## src/rtl/hci_bank_responder.sv

```systemverilog
// rtl/hci_bank_responder.sv - HCI bank endpoint: grants requests, drives a 1-cycle SRAM, returns ordered responses.
// Optional out-of-range address check: HCI_BANK_RESPONDER_ADDR_CHECK_EN (adds bank_words_i).
module hci_bank_responder #(
    parameter int AW         = 10,
    parameter int DW         = 32,
    parameter int IW         = 8,
    parameter int UW         = 2,
    parameter int RESP_DEPTH = 2
) (
    input  logic            clk_i,
    input  logic            rst_ni,
    input  logic            clear_i,
    input  logic            req_i,
    output logic            gnt_o,
    input  logic [AW-1:0]   add_i,
    input  logic            wen_i,
    input  logic [DW/8-1:0] be_i,
    input  logic [DW-1:0]   data_i,
    input  logic [IW-1:0]   id_i,
    input  logic [UW-1:0]   user_i,
`ifdef HCI_BANK_RESPONDER_ADDR_CHECK_EN
    input  logic [AW:0]     bank_words_i,
`endif
    output logic            r_valid_o,
    input  logic            r_ready_i,
    output logic [DW-1:0]   r_data_o,
    output logic [IW-1:0]   r_id_o,
    output logic [UW-1:0]   r_user_o,
    output logic            r_opc_o,
    output logic            mem_req_o,
    output logic            mem_wen_o,
    output logic [AW-1:0]   mem_add_o,
    output logic [DW/8-1:0] mem_be_o,
    output logic [DW-1:0]   mem_wdata_o,
    input  logic [DW-1:0]   mem_rdata_i
);
    localparam int CW = $clog2(RESP_DEPTH + 1);
    localparam int PW = $clog2(RESP_DEPTH);

    typedef struct packed {
        logic [DW-1:0] data;
        logic [IW-1:0] id;
        logic [UW-1:0] user;
        logic          opc;
    } resp_t;

    resp_t           fifo_q [RESP_DEPTH];
    logic [PW-1:0]   wr_ptr_q, rd_ptr_q;
    logic [CW-1:0]   count_q, credits;
    logic            if_valid_q, if_wen_q, if_opc_q;
    logic [IW-1:0]   if_id_q;
    logic [UW-1:0]   if_user_q;
    logic            oob, empty, push, pop;
    resp_t           ft, head;

`ifdef HCI_BANK_RESPONDER_ADDR_CHECK_EN
    assign oob = ({1'b0, add_i} >= bank_words_i);
`else
    assign oob = 1'b0;
`endif

    function automatic logic [PW-1:0] ptr_inc(input logic [PW-1:0] p);
        return (p == PW'(RESP_DEPTH - 1)) ? '0 : p + PW'(1);
    endfunction

    // Credits count every response that is buffered or still waiting on SRAM data.
    assign credits     = count_q + CW'(if_valid_q);
    assign gnt_o       = req_i & (credits < CW'(RESP_DEPTH)) & ~clear_i;
    assign mem_req_o   = gnt_o & ~oob;
    assign mem_wen_o   = wen_i;
    assign mem_add_o   = add_i;
    assign mem_be_o    = be_i;
    assign mem_wdata_o = data_i;

    always_comb begin
        ft = '0;
        if (if_valid_q) begin
            ft.data = (if_wen_q & ~if_opc_q) ? mem_rdata_i : '0;
            ft.id   = if_id_q;
            ft.user = if_user_q;
            ft.opc  = if_opc_q;
        end
    end

    assign empty = (count_q == '0);
    assign head  = empty ? ft : fifo_q[rd_ptr_q];
    // A fall-through response accepted in its own cycle never touches the FIFO.
    assign push  = if_valid_q & ~(empty & r_ready_i);
    assign pop   = ~empty & r_ready_i;

    assign r_valid_o = ~empty | if_valid_q;
    assign r_data_o  = head.data;
    assign r_id_o    = head.id;
    assign r_user_o  = head.user;
    assign r_opc_o   = head.opc;

    always_ff @(posedge clk_i or negedge rst_ni) begin
        if (!rst_ni) begin
            count_q    <= '0;
            wr_ptr_q   <= '0;
            rd_ptr_q   <= '0;
            if_valid_q <= 1'b0;
            if_wen_q   <= 1'b0;
            if_opc_q   <= 1'b0;
            if_id_q    <= '0;
            if_user_q  <= '0;
        end else begin
            if_valid_q <= gnt_o;
            if (gnt_o) begin
                if_id_q   <= id_i;
                if_user_q <= user_i;
                if_wen_q  <= wen_i;
                if_opc_q  <= oob;
            end
            if (clear_i) begin
                count_q  <= '0;
                wr_ptr_q <= '0;
                rd_ptr_q <= '0;
            end else begin
                count_q <= count_q + CW'(push) - CW'(pop);
                if (push) wr_ptr_q <= ptr_inc(wr_ptr_q);
                if (pop)  rd_ptr_q <= ptr_inc(rd_ptr_q);
            end
        end
    end

    always_ff @(posedge clk_i) begin
        if (push && !clear_i) fifo_q[wr_ptr_q] <= ft;
    end
endmodule

```

## config.mk

```make
export PLATFORM = sky130hd
export DESIGN_NAME = hci_bank_responder
export DESIGN_NICKNAME = d
export VERILOG_FILES = /design/src/rtl/hci_bank_responder.sv
export SDC_FILE = /design/constraint.sdc
export NUM_CORES = 1
export LEC_CHECK = 0
export CORE_ASPECT_RATIO = 0.6
export CORE_MARGIN = 3
export CORE_UTILIZATION = 30
export CTS_CLUSTER_SIZE = 40
export DETAILED_ROUTE_END_ITERATION = 6
export MAX_ROUTING_LAYER = met4
export PLACE_DENSITY = 0.69
export SYNTH_ARGS = -nofsm -noshare
export SYNTH_HDL_FRONTEND = slang
export SYNTH_SLANG_ARGS = --single-unit
```

## constraint.sdc

```tcl
create_clock -name clk_i -period 13 [get_ports clk_i]
set_clock_uncertainty 0.2 [all_clocks]
set_input_delay 1.95 -clock clk_i [delete_from_list [all_inputs] [get_ports clk_i]]
set_output_delay 1.95 -clock clk_i [all_outputs]
set_load 0.005 [all_outputs]
```

# Word-level counts from Yosys, hierarchy flattened
# Memories as Yosys holds them, arrays and structs flattened.
# Cells that the tools add are included.
# word_totals
n_memories	1
elab_cells	40
ramBits	86
input_bits	94
register_bits	16
out_inout_bits	93
# classes
n_mux	12
bitwise	9
reduce_logical	5
order_cmp	1
addsub	5
# mem_list
name	depth	word_bits	read_ports	rd_ports_with_merged_regs	write_ports	line	text
fifo_q	2	43	1	0	1	47	resp_t fifo_q [RESP_DEPTH];
# op_table
operator	n
43-bit 2-to-1 mux	2
32-bit 2-to-1 mux	1
1-bit 2-to-1 mux	8
1-bit AND	5
2-bit by 1-bit adder with 2-bit output	2
2-bit nonzero test	2
1-bit NOT	3
1-bit adder, second input constant	2
2-bit zero test	1
2-bit < comparator, second input constant	1
2-bit 2-to-1 mux	1
2-bit by 1-bit subtractor with 2-bit output	1
1-bit logical AND	1
1-bit zero test	1
1-bit OR	1

# Longest topological paths before layout
# Gate-level depths: netlist of the first run.
# logic_depth
depth_word	7
depth_mapped	9

# Least setup slack after synthesis of the first run
# Ideal clock, no wire load.
# synth_path
path_type	input port to flip-flop
from	input port r_ready_i
to	memory fifo_q[1][10] (netlist bit), enable pin
n_path_buf	0
slack_ps	7021
cell_stages	2
t_arrival_ps	5277
path_cell_list	a21bo_4 -> nor3b_1
# synth_between
elab_chain_cells	6
# synth_rtl
item	line	text
start: declaration	25	input logic r_ready_i,
1-bit AND	88	assign push = if_valid_q & ~(empty & r_ready_i);
1-bit NOT	88	
1-bit AND	88	
1-bit logical AND	128	if (push && !clear_i) fifo_q[wr_ptr_q] <= ft;
1-bit 2-to-1 mux	128	
1-bit 2-to-1 mux (implied by the code)	128	
end: declaration	47	
# No other way between the ends.

# Final worst setup path of the first run
# layout_path
from	input port clear_i
to	output port gnt_o
# layout_between
elab_chain_cells	2
# layout_rtl
item	line	text
start: declaration	12	input logic clear_i,
1-bit NOT	68	assign gnt_o = req_i & (credits < CW'(RESP_DEPTH)) & ~clear_i;
1-bit AND	68	
end: declaration	14	output logic gnt_o,
# No other way between the ends.

==> impl_metrics.tcl, run 1 <==
set metrics [dict create \
    grt_pass1_wl_um 16100 \
    min_path_cells 1 \
    grt_pass1_vias 3095 \
    avgSynthCellArea_um2 12.8 \
    ys_warn_count 0 \
    finalHoldViolations 0 \
    nets 511 \
    pwr-share-seq 0.408 \
    min_to "if_id_q[7]" \
    area_growth_pct 21.4 \
    period_needed_ns 6.02 \
    synth-seq-cells 100 \
    num_antenna_cells 0 \
    post_cts_buffers 0 \
    fp.dieW_um 170 \
    synthTopCellsByArea "edfxtp_1 (52%), mux2i_1 (8.7%), dfrtp_1 (8.3%)" \
    cts-root-buf "clkbuf_16" \
    synthTopCellsByCount "edfxtp_1 (84), buf_4 (51), o21ai_0 (43)" \
    initial_utilization 0.310 \
    p_clk_frac 0.229 \
    synth_edf_count 84 \
    routabilityCongestion 0.728 \
    hold_start "if_id_q[7]" \
    hold_buffers 0 \
    row_count 35 \
    via_count 2870 \
    p_switching_uw 330 \
    critPathKind "in2out" \
    worstReg2RegEnd "count_q[1]" \
    ff2ff_setup_slack_ns 10.41 \
    h-tree-depth 3 \
    setup-tns-final_ns 0 \
    wl_per_cell_um 16.2 \
    core-area_um2 15500 \
    synth_top_area_share 0.524 \
    netlist_instances 376 \
    p_int_uw 732 \
    fmax_mhz 166 \
    path_max_fanout 14 \
    gr-total-overflow 0 \
    synth_most_common_cell "edfxtp_1" \
    via_per_inst 4.61 \
    clock_latency_ns 0.34 \
    startpoint_type "input pin" \
    drv_cap 0 \
    vdd_drop_max_uv 69.0 \
    relSlewSlack 0.354 \
    tightest_slew_ns 0.968 \
    seq_area_frac_synth 0.607 \
    endpoint_kind "output pin" \
    rsz0062_at_grt "no" \
    syn_area_um2 4810 \
    clockBufferDepth 2 \
    cp_data_arrival_time_ns 3.87 \
    drc 0 \
    cp.required_ns 10.85 \
    power_leakage_nw 2.09 \
    drt_pre_antenna_iters 4 \
    numCtsBuffers 9 \
    cts_resized 0 \
    yosys.area.top_type "edfxtp_1" \
    cts_sinks 100 \
    clkSlewWorstSetupHoldPaths_ns 0.07 \
    synth_nets 472 \
    io_buffer_count 93 \
    die_h_um 104 \
    p_sw_frac 0.311 \
    async_flop_share 0.160 \
    powerDensity_nw_per_um2 182 \
    pwr-share-comb 0.363 \
    hpwlAfterDp_um 6690 \
    grt_max_degree 45 \
    layout-drive-gt1-share 0.0929 \
    die_area_um2 17600 \
    synth_flop_cell "edfxtp_1" \
    min_period_over_period 0.463 \
    reg2regPathDepth 8 \
    place_area_um2 5570 \
    crit_path_start "clear_i" \
    drt_wl_total_um 10100 \
    cts_tree "yes" \
    antenna_found_initial 0 \
    io_pins 187 \
    dr.first_iter.drc_count 161 \
    grtUsageTotal 0.121 \
    worstReg2RegStart "count_q[1]" \
    status "finished, final reports clean" \
    finalMaxSlewViolations 0 \
    yosysUniqueCellTypes 29 \
    finalSetupViolCount 0 \
    antenna_left 0 \
    design_area_um2 5840 \
    min_path_type "reg2reg" \
]
## final cells by class
cell class                      instances  area, um^2
Tap cell                              203         254
Clock inverter                          5        38.8
Fill cell                            1493        9660
Timing Repair Buffer                  100         983
Sequential cell                       100        2920
Clock buffer                           11         233
Inverter                                2        7.51
Multi-Input combinational cell        202        1400
## sequential cells by signal (all words and copies together) (netlist names)
signal,cells
count_q,2
wr_ptr_q,1
rd_ptr_q,1
if_valid_q,1
if_wen_q,1
if_id_q,8
if_user_q,2
fifo_q,84
## cells by family (layout without fill, tap and decap cells)
kind of cell,count (synthesis),after routing,share of synthesized area
adder cells (fa/ha/maj),2,2,0.00520
buffers and inverters,74,118,0.105
other,1,1,0.000779
multiplexers,54,54,0.123
flip-flops,100,100,0.607
AO/OA/AOI/OAI,46,46,0.0530
AND/OR/NAND/NOR,97,97,0.102
XOR/XNOR,2,2,0.00364
## worst max path at each step
stage / slack (ns) / end
floorplan: 7.02 / fifo_q[1][10]
global placement: 7.01 / gnt_o
detailed placement: 6.95 / gnt_o
CTS: 6.94 / gnt_o
global route: 6.84 / mem_req_o
finish: 6.98 / gnt_o
## critical path, cell delays in order
cell and delay [ns]:
clkdlybuf4s50_1 0.56, nand2b_1 0.26, a21oi_4 0.48, clkdlybuf4s50_1 0.61
## routing by layer
| metal | wire, um | track usage | vias to the layer above |
|---|---|---|---|
| li1 | - | - | 1370 |
| met1 | 4780 | 0.152 | 1380 |
| met2 | 4600 | 0.186 | 108 |
| met3 | 662 | 0.0482 | 12 |
| met4 | 79 | 0.0274 | 0 |
| met5 | 0 | - | - |
## power by group through the flow
stage	combinational (mW)	clock, mW	sequential [mW]
floorplan	0.242	0	0.406
global placement	0.386	0	0.439
detailed placement	0.391	0	0.441
CTS	0.394	0.255	0.434
global route	0.426	0.267	0.439
finish	0.385	0.243	0.432
## cell usage in the layout (no fill, tap or decap), drive strengths merged
master and n:
a21o 1, mux2i 42, nand2b 1, nor3 2, inv 3, conb 1
and2 11, nand3 1, ha 2, nor2 4, nor2b 2, clkinvlp 1
mux2 12, a21bo 1, nand2 42, xor2 2, dfrtp 16, clkinv 3
buf 7, a21oi 1, nor3b 1, or3 1, clkdlybuf4s50 93, clkbuf 11
edfxtp 84, o21ai 43, and3 32
## per-stage QoR
step | cells | util | hold WS, ns | setup WS [ns] | power [mW]
2_1_floorplan | 376 | - | 0.273 | 7.02 | 0.649
3_3_place_gp | 607 | 0.359 | 0.286 | 7.01 | 0.824
3_5_place_dp | 607 | 0.359 | 0.289 | 6.95 | 0.832
4_1_cts | 623 | 0.377 | 0.304 | 6.94 | 1.08
5_1_grt | 623 | 0.377 | 0.317 | 6.84 | 1.13
6_report | 623 | 0.377 | 0.300 | 6.98 | 1.06
Power figures use the tool's default switching activity.
==> run 2, diff against run 1 <==
- PLACE_DENSITY: 0.69 -> 0.71
- clock period: 13 -> 4.9 ns (I/O delays scaled with it)
==> run 2 against run 1 <==
Count of clock-buffer cells in the layout down 2. Largest power group unchanged. Global-route usage about the same. Sequential share of layout area down 0.096 points. Setup slack worse by 5.7 ns. Core utilization up 0.089 points. Highest routed layer unchanged. Critical path type is now reg2out. Die area unchanged. First-iteration DRC count up 73%.
==> impl_metrics.tcl, run 2 (synthesis gave the netlist of run 1 again) <==
set metrics [dict create \
    status "finished, final reports clean" \
    startpoint_type "register" \
    wl_per_cell_um 16.5 \
    post_cts_buffers 0 \
    hold_buffers 0 \
    grtUsageTotal 0.121 \
    nets 510 \
    powerDensity_nw_per_um2 492 \
    cp.required_ns 3.96 \
    grt_max_degree 47 \
    cp_slowest_stage_delay_ns 0.87 \
    h-tree-depth 3 \
    crit_family "buffers and inverters" \
    worstPathCellList "buf_4, mux2i_1, o21ai_0, clkdlybuf4s50_1" \
    power_leakage_nw 2.09 \
    io_buffer_count 93 \
    gr-total-overflow 0 \
    min_path_type "reg2reg" \
    multiInputGateArea_um2 1400 \
    vdd_drop_max_uv 196 \
    tightest_slew_ns 0.979 \
    die_h_um 104 \
    rsz0062_at_grt "no" \
    via_count 2880 \
    die_area_um2 17600 \
    grt_pass1_wl_um 16100 \
    critPathBufInv 2 \
    fillers 1507 \
    cts-root-buf "clkbuf_16" \
    critPathKind "reg2out" \
    finalSetupViolCount 0 \
    drc 0 \
    antenna_left 0 \
    drv_cap 0 \
    finalHoldViolations 0 \
    final_common_cell "clkdlybuf4s50_1" \
    reg_top3 "fifo_q (84), if_id_q (8)" \
    min_period_over_period 0.738 \
    clkSlewWorstSetupHoldPaths_ns 0.06 \
    drt_pre_antenna_iters 4 \
    fp.dieW_um 170 \
    path_max_fanout 24 \
    num_antenna_cells 0 \
    grt_pass1_vias 2996 \
    drt_wl_total_um 10200 \
    whs_ns 0.306 \
    period_needed_ns 3.61 \
    core-area_um2 15500 \
    fmax_mhz 277 \
    numCtsBuffers 9 \
    hpwlAfterDp_um 6620 \
    row_count 35 \
    cp_slowest_cell "dfrtp_2" \
    regMostFlops "fifo_q" \
    relSlewSlack 0.347 \
    final_cell_mix "clkdlybuf4s50_1 (93), edfxtp_1 (84), o21ai_0 (43), mux2i_1 (42), nand2_1 (42)" \
    setup-tns-final_ns 0 \
    ff_latch_area_um2 2930 \
    cts_sinks 100 \
    largest_reg_flops 84 \
    cp_data_arrival_time_ns 2.68 \
    clockBufferDepth 2 \
    area_growth_pct 21.7 \
    endpoint_kind "output pin" \
    dr.first_iter.drc_count 278 \
    clock_latency_ns 0.34 \
    layout-drive-gt1-share 0.0907 \
    via_per_inst 4.63 \
    cts_tree "yes" \
    antenna_found_initial 0 \
    io_pins 187 \
    cts_resized 0 \
    finalMaxSlewViolations 0 \
    routabilityCongestion 0.774 \
    initial_utilization 0.310 \
]
run 2: worst paths after layout:
| kind | end | cells after the start | startpoint | slack (ns) |
|---|---|---|---|---|
| min in group asynchronous | if_id_q[2] | 1 | rst_ni | 0.67 |
| max reg2reg | fifo_q[1][15] | 3 | if_valid_q | 2.42 |
| max in group asynchronous | rd_ptr_q | 1 | rst_ni | 3.24 |
| max | r_data_o[22] | 4 | rd_ptr_q | 1.29 |
| min reg2reg | if_id_q[7] | 1 | if_id_q[7] | 0.31 |
| min | if_id_q[7] | 1 | if_id_q[7] | 0.31 |
run 2: routing by layer:
layer,GRT usage,up-vias,routed length (um)
met2,0.180,134,4580
met4,0.0198,0,45
met5,-,-,0
met3,0.0414,7,747
met1,0.165,1366,4860
li1,-,1373,-
run 2: cell type report:
cell class / instances / area share
flip-flops and latches: 100 / 0.500
multi-input cells: 202 / 0.239
repair buffers: 99 / 0.167
well taps: 203 / 0.0434
clock buffers: 9 / 0.0385
clock inverters: 7 / 0.0113
inverters: 2 / 0.00128
run 2: stage by stage:
step                      power [mW]  utilization  worst slack, ns  area [um^2]  instances
after floorplan                 1.72            -            0.136         4810        376
after global placement          2.20        0.359             1.56         5560        606
after detailed placement        2.22        0.359             1.53         5560        606
after CTS                       2.92        0.378             1.16         5850        622
after global routing            3.05        0.378             1.11         5860        622
final                           2.88        0.378             1.29         5860        622
run 2: worst register-to-register path, stage by stage, from the launching register on:
cell and delay, ns:
dfrtp_2 0.87, a21bo_4 0.33, nor3b_2 0.17, buf_4 0.53
run 2: power breakdown:
part | internal (mW) | switching [mW] | leakage (nW) | total, mW
logic | 0.573 | 0.451 | 0.981 | 1.02
registers | 1.03 | 0.137 | 0.971 | 1.16
clock network | 0.393 | 0.298 | 0.139 | 0.691
total | 1.99 | 0.885 | 2.09 | 2.88
